## src/rtl/ramen_timer_pkg.sv

```systemverilog
// Shared definitions for the ramen timer control path.
//   seq_state_t    : sequencer states
//   CLK_HZ_DEF     : board clock frequency (cycles per second)
//   TARGET_SEC_DEF : default brew time in seconds
//   ALARM_SEC_DEF  : default alarm duration in seconds
package ramen_timer_pkg;

  typedef enum logic [1:0] {
    IDLE  = 2'd0,
    RUN   = 2'd1,
    PAUSE = 2'd2,
    DONE  = 2'd3
  } seq_state_t;

  localparam int CLK_HZ_DEF     = 50_000_000;
  localparam int TARGET_SEC_DEF = 180;
  localparam int ALARM_SEC_DEF  = 10;

endpackage

```

## src/rtl/tick_prescaler.sv

```systemverilog
// Free-running divider: counts 0..DIV-1 while en is high and emits a
// registered one-cycle tick in the cycle after the wrap.
//   clk  : clock, rising edge
//   rst  : synchronous active-high reset
//   en   : advance the counter this cycle
//   clr  : zero the counter and suppress any pending tick
//   tick : one-cycle pulse following each wrap
module tick_prescaler #(
  parameter int DIV = 2
) (
  input  logic clk,
  input  logic rst,
  input  logic en,
  input  logic clr,
  output logic tick
);

  // DIV == 1 still needs a one-bit counter that simply stays at zero.
  localparam int W = (DIV > 1) ? $clog2(DIV) : 1;
  localparam logic [W-1:0] LAST = W'(DIV - 1);

  logic [W-1:0] cnt;

  always_ff @(posedge clk) begin
    if (rst || clr) begin
      cnt  <= '0;
      tick <= 1'b0;
    end else begin
      tick <= en && (cnt == LAST);
      if (en) begin
        cnt <= (cnt == LAST) ? '0 : cnt + 1'b1;
      end
    end
  end

endmodule

```

## src/rtl/timer_sequencer.sv

```systemverilog
// Ramen timer sequencer: start/pause/clear control, 1 s tick generation
// for the digit chain, elapsed-second tracking and the completion alarm.
// CLK_HZ must be even and >= 2; TARGET_SEC and ALARM_SEC must be >= 1.
//   clk         : clock, rising edge
//   rst         : synchronous active-high reset
//   btn_start   : start / pause / resume / acknowledge pulse
//   btn_clear   : abort pulse, returns to zero
//   tick_rdy    : one-cycle pulse per elapsed second
//   digits_clr  : one-cycle clear strobe for the digit chain
//   running     : high while in RUN
//   alarm       : high while the alarm is active
//   alarm_blink : alarm gated by a 1 Hz, 50% duty blink
module timer_sequencer
  import ramen_timer_pkg::*;
#(
  parameter int CLK_HZ     = CLK_HZ_DEF,
  parameter int TARGET_SEC = TARGET_SEC_DEF,
  parameter int ALARM_SEC  = ALARM_SEC_DEF
) (
  input  logic clk,
  input  logic rst,
  input  logic btn_start,
  input  logic btn_clear,
  output logic tick_rdy,
  output logic digits_clr,
  output logic running,
  output logic alarm,
  output logic alarm_blink
);

  localparam int SW = $clog2(TARGET_SEC + 1);
  localparam int AW = $clog2(ALARM_SEC + 1);
  localparam logic [SW-1:0] SEC_LAST = SW'(TARGET_SEC - 1);
  localparam logic [SW-1:0] SEC_MAX  = SW'(TARGET_SEC);
  localparam logic [AW-1:0] ALM_MAX  = AW'(ALARM_SEC);

  seq_state_t    state, state_n;
  logic [SW-1:0] sec_cnt, sec_n;
  logic [AW-1:0] alm_cnt, alm_n;
  logic          alarm_n, blink_n, dclr_n;
  logic          blink_tick;
  logic          sec_en, sec_clr, blink_en, blink_clr;

  // Seconds prescaler holds its partial count through PAUSE and is
  // parked at zero in IDLE and DONE so every start re-times from zero.
  assign sec_en  = (state == RUN);
  assign sec_clr = btn_clear || (state == IDLE) || (state == DONE);

  tick_prescaler #(.DIV(CLK_HZ)) u_sec_pre (
    .clk  (clk),
    .rst  (rst),
    .en   (sec_en),
    .clr  (sec_clr),
    .tick (tick_rdy)
  );

  // The blink timer starts on the DONE entry edge so that its wraps line
  // up with the half-second boundaries of the registered alarm_blink.
  assign blink_en  = (state_n == DONE);
  assign blink_clr = (state_n != DONE);

  tick_prescaler #(.DIV(CLK_HZ / 2)) u_blink_pre (
    .clk  (clk),
    .rst  (rst),
    .en   (blink_en),
    .clr  (blink_clr),
    .tick (blink_tick)
  );

  always_comb begin
    state_n = state;
    sec_n   = sec_cnt;
    alm_n   = alm_cnt;
    dclr_n  = 1'b0;
    if (btn_clear) begin
      state_n = IDLE;
      sec_n   = '0;
      alm_n   = '0;
      dclr_n  = 1'b1;
    end else begin
      case (state)
        IDLE: begin
          if (btn_start) state_n = RUN;
        end
        RUN, PAUSE: begin
          // A tick can land in the first PAUSE cycle when the pause
          // coincided with a wrap; it still counts, and the last one ends
          // the brew regardless of the button.
          if (tick_rdy && (sec_cnt < SEC_MAX)) sec_n = sec_cnt + 1'b1;
          if (tick_rdy && (sec_cnt == SEC_LAST)) state_n = DONE;
          else if (btn_start) state_n = (state == RUN) ? PAUSE : RUN;
        end
        DONE: begin
          if (btn_start) begin
            state_n = IDLE;
            sec_n   = '0;
            alm_n   = '0;
            dclr_n  = 1'b1;
          end else if (blink_tick && !alarm_blink && (alm_cnt < ALM_MAX)) begin
            // Falling-to-rising blink edge marks a full alarm second.
            alm_n = alm_cnt + 1'b1;
          end
        end
        default: state_n = IDLE;
      endcase
    end

    alarm_n = (state_n == DONE) && (alm_n < ALM_MAX);
    blink_n = 1'b0;
    if (alarm_n) begin
      if (state != DONE)   blink_n = 1'b1;
      else if (blink_tick) blink_n = ~alarm_blink;
      else                 blink_n = alarm_blink;
    end
  end

  always_ff @(posedge clk) begin
    if (rst) begin
      state       <= IDLE;
      sec_cnt     <= '0;
      alm_cnt     <= '0;
      alarm       <= 1'b0;
      alarm_blink <= 1'b0;
      digits_clr  <= 1'b0;
    end else begin
      state       <= state_n;
      sec_cnt     <= sec_n;
      alm_cnt     <= alm_n;
      alarm       <= alarm_n;
      alarm_blink <= blink_n;
      digits_clr  <= dclr_n;
    end
  end

  assign running = (state == RUN);

endmodule

```

## config.mk

```make
export PLATFORM = sky130hd
export DESIGN_NAME = timer_sequencer
export DESIGN_NICKNAME = d
export VERILOG_FILES = /design/src/rtl/ramen_timer_pkg.sv /design/src/rtl/tick_prescaler.sv /design/src/rtl/timer_sequencer.sv
export SDC_FILE = /design/constraint.sdc
export NUM_CORES = 1
export LEC_CHECK = 0
export ABC_AREA = 1
export CORE_MARGIN = 2
export CORE_UTILIZATION = 50
export DETAILED_ROUTE_END_ITERATION = 8
export GPL_TIMING_DRIVEN = 0
export PLACE_DENSITY = 0.69
export SLEW_MARGIN = 20
export SYNTH_ARGS = -nofsm -noshare
export SYNTH_HDL_FRONTEND = slang
export SYNTH_SLANG_ARGS = --single-unit
```

## constraint.sdc

```tcl
create_clock -name clk -period 4.06 [get_ports clk]
set_input_delay 0.609 -clock clk [delete_from_list [all_inputs] [get_ports clk]]
set_output_delay 0.609 -clock clk [all_outputs]
set_load 0.02 [all_outputs]
```

After elaboration in Yosys (flattened, before gate mapping)
Cells that the tools add are included.

Output and inout bits: 5. Logic and storage cells: 70. Input port bits: 4. Flip-flop bits (word level): 70.

Equality and inequality tests: 11. $lt $le $gt $ge: 3. Add/sub/neg operators: 4. Mux-type cells: 21. Bitwise logic cells: 2. Reduce and logical (&&, ||, !) cells: 19.

Operators with widths (count): $add A26 B1 Y26 const B (1); $eq A26 B26 Y1 const B (1); $mux W26 (1); $add A25 B1 Y25 const B (1); $eq A25 B25 Y1 const B (1); $mux W25 (1); $mux W4 (4); $mux W8 (2); $pmux W8 S2 (1); $mux W2 (6); $add A8 B1 Y8 const B (1); $eq A8 B8 Y1 const B (1); $lt A4 B4 Y1 const B (2); $lt A8 B8 Y1 const B (1); $ne A2 B2 Y1 const B (4); $logic_and A1 B1 Y1 (7); $eq A2 B2 Y1 const B (3); $pmux W2 S3 (1); $reduce_or A2 Y1 (3); $mux W1 (5); $add A4 B1 Y4 const B (1); $logic_or A1 B1 Y1 (4); $reduce_bool A2 Y1 (2); $reduce_and A3 Y1 (1); other kinds (4) (5).

Longest topological paths before layout
Word-level depth: 11. Depth in mapped cells: 12. Gate-level depth less buffers: 11.

Modules after synthesis
From an unflattened synthesis, not the netlist that was laid out.

Cells, all modules: 646. Area total of the unflattened synthesis: 4066.4 sq um.

By module, submodules not included: tick_prescaler at u_sec_pre (cells each 260, instances 1, area each 1630.3 sq um); tick_prescaler at u_blink_pre (cells each 225, instances 1, area each 1401.3 sq um); timer_sequencer (cells each 161, instances 1, area each 1034.7 sq um).

Worst setup path before layout
Ideal clock, no wire load.

Path type: reg2reg. Start point: register state[1]. End point: register u_sec_pre.cnt[13]. Stages on the path, launching flop included: 8. Setup time: 0.116 ns. Arrival: 1.693 ns. Clock period less this slack: 1.808 ns. Data required time: 3.944 ns. Path buffers: 1. Path slack: 2.252 ns. Cell sequence: dfxtp_1 inv_1 ha_1 buf_4 inv_2 nor4_1 nand4_1 nor3b_1.

Elaborated cells on any way between the ends: 6. Classes of those cells: 2 x eq/ne; 4 x reduce/logical.

RTL lines: from (decl) (RTL line timer_sequencer.sv:37) `seq_state_t state, state_n;`; from (signal assigned) (RTL line timer_sequencer.sv:126) `state <= state_n;`; $eq A2 B1 Y1; net running (RTL line timer_sequencer.sv:26) `output logic running,`; to (signal assigned) (RTL line tick_prescaler.sv:31) `cnt <= (cnt == LAST) ? '0 : cnt + 1'b1;`; to (decl) (RTL line tick_prescaler.sv:22) `logic [W-1:0] cnt;`.

The timed path passes the listed nets, and every way through them passes these cells. A chain may end at the register's enable or synchronous reset.

Worst setup path after layout
Start point: register state[1]. End point: output port running.

Longest elaborated chain between the ends: 1.

Ends and longest elaborated chain: $eq A2 B1 Y1 (RTL line timer_sequencer.sv:135) `assign running = (state == RUN);`; to (decl) (RTL line timer_sequencer.sv:26).

No other way between the ends.

==> impl_metrics.py <==
metrics = {
    "floorplanning": {
        "pin_count": 9,
        "fp.dieH_um": 95.4,
        "num_rows": 33,
        "design.die.area_um2": 9100,
        "core_um2": 8180,
        "start_util_pct": 51.1,
        "die_w_um": 95.4,
    },
    "worst_setup_path": {
        "startpoint": "state[1]$_SDFF_PP0_",
        "start_kind": "flip-flop",
        "crit_required_ns": 3.45,
        "slowest_stage": "clkdlybuf4s50_1",
        "critPathMaxFanout": 4,
        "path_cells": "inv_1 -> ha_1 -> clkdlybuf4s50_1",
        "path_buf_inv": 2,
        "r2r-start": "state[1]$_SDFF_PP0_",
        "end_kind": "output pin",
        "path_class": "flip-flop to output pin",
        "cp.arrival_ns": 1.65,
        "cp_slowest_stage_delay_ns": 0.64,
        "cpLargestDelayFamily": "buffers and inverters",
    },
    "pwr": {
        "power.internal_mw": 0.997,
        "powerDensity_nw_per_um2": 283,
        "p_sw_mw": 0.299,
        "switching_share_pct": 23.1,
        "p_comb_share_pct": 2.7,
        "leakage_nw": 1.64,
        "ir_worst_vdd_uv": 143,
        "seqPwrFrac_pct": 53.1,
        "finalPower_mw": 1.30,
        "clock_power_share_pct": 44.2,
    },
    "cells_and_area": {
        "finalInstanceArea_um2": 4590,
        "diodes": 0,
        "fillCellCount": 792,
        "syn_to_final_growth_pct": 9.80,
        "nets": 679,
        "drive_gt1_share_pct": 9.67,
    },
    "clock_tree": {
        "hold_buffers": 0,
        "clock_sinks": 70,
        "clk_latency_ns": 0.34,
        "cts_buffers": 9,
        "clockRootBuffer": "clkbuf_8",
        "max-clock-path-buffers": 2,
        "h-tree-depth": 3,
        "cts_tree": "done",
        "post_cts_buffers": 0,
        "cts_resized": 0,
        "clk_pin_slew_ns": 0.08,
    },
    "sta": {
        "hold_viol": 0,
        "finalSetupViolCount": 0,
        "finalCriticalPeriod_ns": 2.26,
        "slew_violations": 0,
        "fin_hold_ws_ns": 0.471,
        "rsz0062_at_grt": "no",
        "finClkSkew_ns": 0.00810,
        "timing.fmax_mhz": 443,
        "worst_pin_slew_ns": 0.631,
        "setup_tns_ns": 0,
        "finalCritPeriodShare_pct": 55.5,
        "slew-limit-headroom_pct": 57.5,
    },
    "synth": {
        "synth_top_flop_cell": "dfxtp_1",
        "yosysTopAreaCellShare_pct": 33.6,
        "postSynthCellCount": 649,
        "yosys.area.top_type": "dfxtp_1",
        "synth_top_family_by_area": "simple AND/OR/NAND/NOR gates",
        "ys_top_cells_by_count": "nand2_1 (198), nor2_1 (120), dfxtp_1 (70)",
        "avgSynthCellArea_um2": 6.44,
        "synthSimpleGateAreaFrac_pct": 41.4,
        "synth_area_leaders": "dfxtp_1 (34%), nand2_1 (18%), nor2_1 (11%)",
        "synth_nets": 660,
        "yosys.area_share.adder_pct": 2.10,
        "synth_compound_area_share_pct": 9.29,
        "netlist_area_um2": 4180,
        "synth.area.mux_share_pct": 0,
        "yosysWarnings": 0,
        "synth_seq_cells": 70,
        "synth_edf_count": 0,
        "ys_types": 35,
        "synth_most_common_cell": "nand2_1",
        "async_reset_ff_share_pct": 0,
        "seq_area_frac_synth_pct": 33.6,
        "yosys.area_share.xor_xnor_pct": 5.24,
    },
    "global_routing": {
        "met1_usage_pct": 30.2,
        "grt_most_used_layer": "met2",
        "overflow": 0,
        "grt_use_met3_pct": 4.66,
        "grt_antenna_before_repair": 0,
        "grt_first_pass_wirelength_um": 16400,
        "grt.met2_usage_pct": 37.1,
        "grt_use_total_pct": 22.5,
        "grt_max_degree": 13,
        "grt_pass1_vias": 3664,
    },
    "placement": {
        "hpwl_um": 7090,
        "placed_area_um2": 4390,
        "gp_congestion": 0.963,
        "io_buffers": 8,
    },
    "run_status": {
        "status": "finished clean",
    },
    "hold_path": {
        "worstHoldStart": "alm_cnt[3]$_SDFF_PP0_",
        "hold_path_class": "flip-flop to flip-flop",
    },
    "routing": {
        "first_iter_violations": 197,
        "drt-total-wl_um": 9460,
        "ant_nets": 0,
        "vias_per_cell": 5.11,
        "num_vias": 3968,
        "drt_pass1_iterations": 5,
        "drc": 0,
        "wire_per_inst_um": 12.2,
    },
    "flow_run": {
        "drv_cap": 0,
    },
}
[stage by stage]
step / util (%) / std cells / setup WS [ns]
after floorplan: - / 649 / 2.25
after global placement: 53.7 / 762 / 1.54
after detailed placement: 53.7 / 762 / 1.50
after CTS: 56.1 / 777 / 1.78
after global routing: 56.1 / 777 / 1.59
final: 56.1 / 777 / 1.80
[metal layers]
layer / routed length, um / share of wire (%)
met1: 4660 / 49
met2: 4320 / 46
met3: 397 / 4.2
met4: 78 / 0.82
met5: 0 / 0
[kinds of logic (layout without fill, tap and decap cells)]
family          after synthesis  count (layout)
simple gates                406             406
buf+inv                      85             108
flops                        70              70
compound gates               56              56
xor+xnor                     25              25
fa+ha+maj                     7               7
[sequential cells by signal (all words and copies together) (netlist names)]
signal            cells
alarm                 1
alarm_blink           1
alm_cnt               4
digits_clr            1
sec_cnt               8
state                 2
u_blink_pre.cnt      25
u_blink_pre.tick      1
u_sec_pre.cnt        26
u_sec_pre.tick        1
[worst reg2reg max path, stage by stage, from the launching register on]
cell,delay (ns)
dfxtp_1,0.32
inv_1,0.10
ha_1,0.25
buf_4,0.22
inv_2,0.11
nor4_1,0.36
nand4_1,0.21
nand2_1,0.22
buf_4,0.22
nor3_1,0.06
[placed cells by master, fill, tap and decap left out, types with 3 or more instances in the layout]
cell type | netlist | routed
nor3_1 | 15 | 15
inv_2 | 6 | 6
nor3b_1 | 3 | 3
nand3_1 | 30 | 30
a21oi_1 | 23 | 23
o21bai_1 | 3 | 3
nor2_1 | 120 | 120
o21ai_0 | 6 | 6
nand2_1 | 198 | 198
clkbuf_8 | 0 | 10
clkdlybuf4s50_1 | 0 | 8
inv_1 | 69 | 69
nor2_2 | 5 | 5
buf_4 | 4 | 4
xnor2_1 | 5 | 5
ha_1 | 7 | 7
nor4_1 | 8 | 8
nand4_1 | 16 | 16
xor2_1 | 20 | 20
buf_2 | 3 | 3
a21oi_2 | 19 | 19
dfxtp_1 | 70 | 70
[power by group through the flow]
| stage | clock (mW) | combinational, mW | sequential [mW] |
|---|---|---|---|
| 2_1_floorplan | 0 | 0.0214 | 0.705 |
| 3_3_place_gp | 0 | 0.0341 | 0.704 |
| 3_5_place_dp | 0 | 0.0347 | 0.704 |
| 4_1_cts | 0.586 | 0.0354 | 0.688 |
| 5_1_grt | 0.619 | 0.0387 | 0.688 |
| 6_report | 0.573 | 0.0353 | 0.688 |
[layout make-up]
| cell class | count | area (um2) | share of cell area [%] |
|---|---|---|---|
| inverter | 75 | 282 | 6.14 |
| clock buffer | 10 | 138 | 3.00 |
| tap | 105 | 131 | 2.86 |
| clock inverter | 5 | 60.1 | 1.31 |
| timing repair buffer | 8 | 80.1 | 1.75 |
| multi-input combinational | 494 | 2420 | 52.8 |
| buffer | 10 | 71.3 | 1.56 |
| sequential | 70 | 1400 | 30.6 |
[path summary, 6_finish.rpt]
check,endpoint,slack [ns],cells after the start
setup / recovery,running,1.80,3
hold / removal,alm_cnt[3]$_SDFF_PP0_,0.47,2
setup reg to reg,u_sec_pre.cnt[11]$_SDFFE_PP0P_,1.88,9
hold reg to reg,alm_cnt[3]$_SDFF_PP0_,0.47,2
No activity file was read; power rests on OpenSTA's default activity.
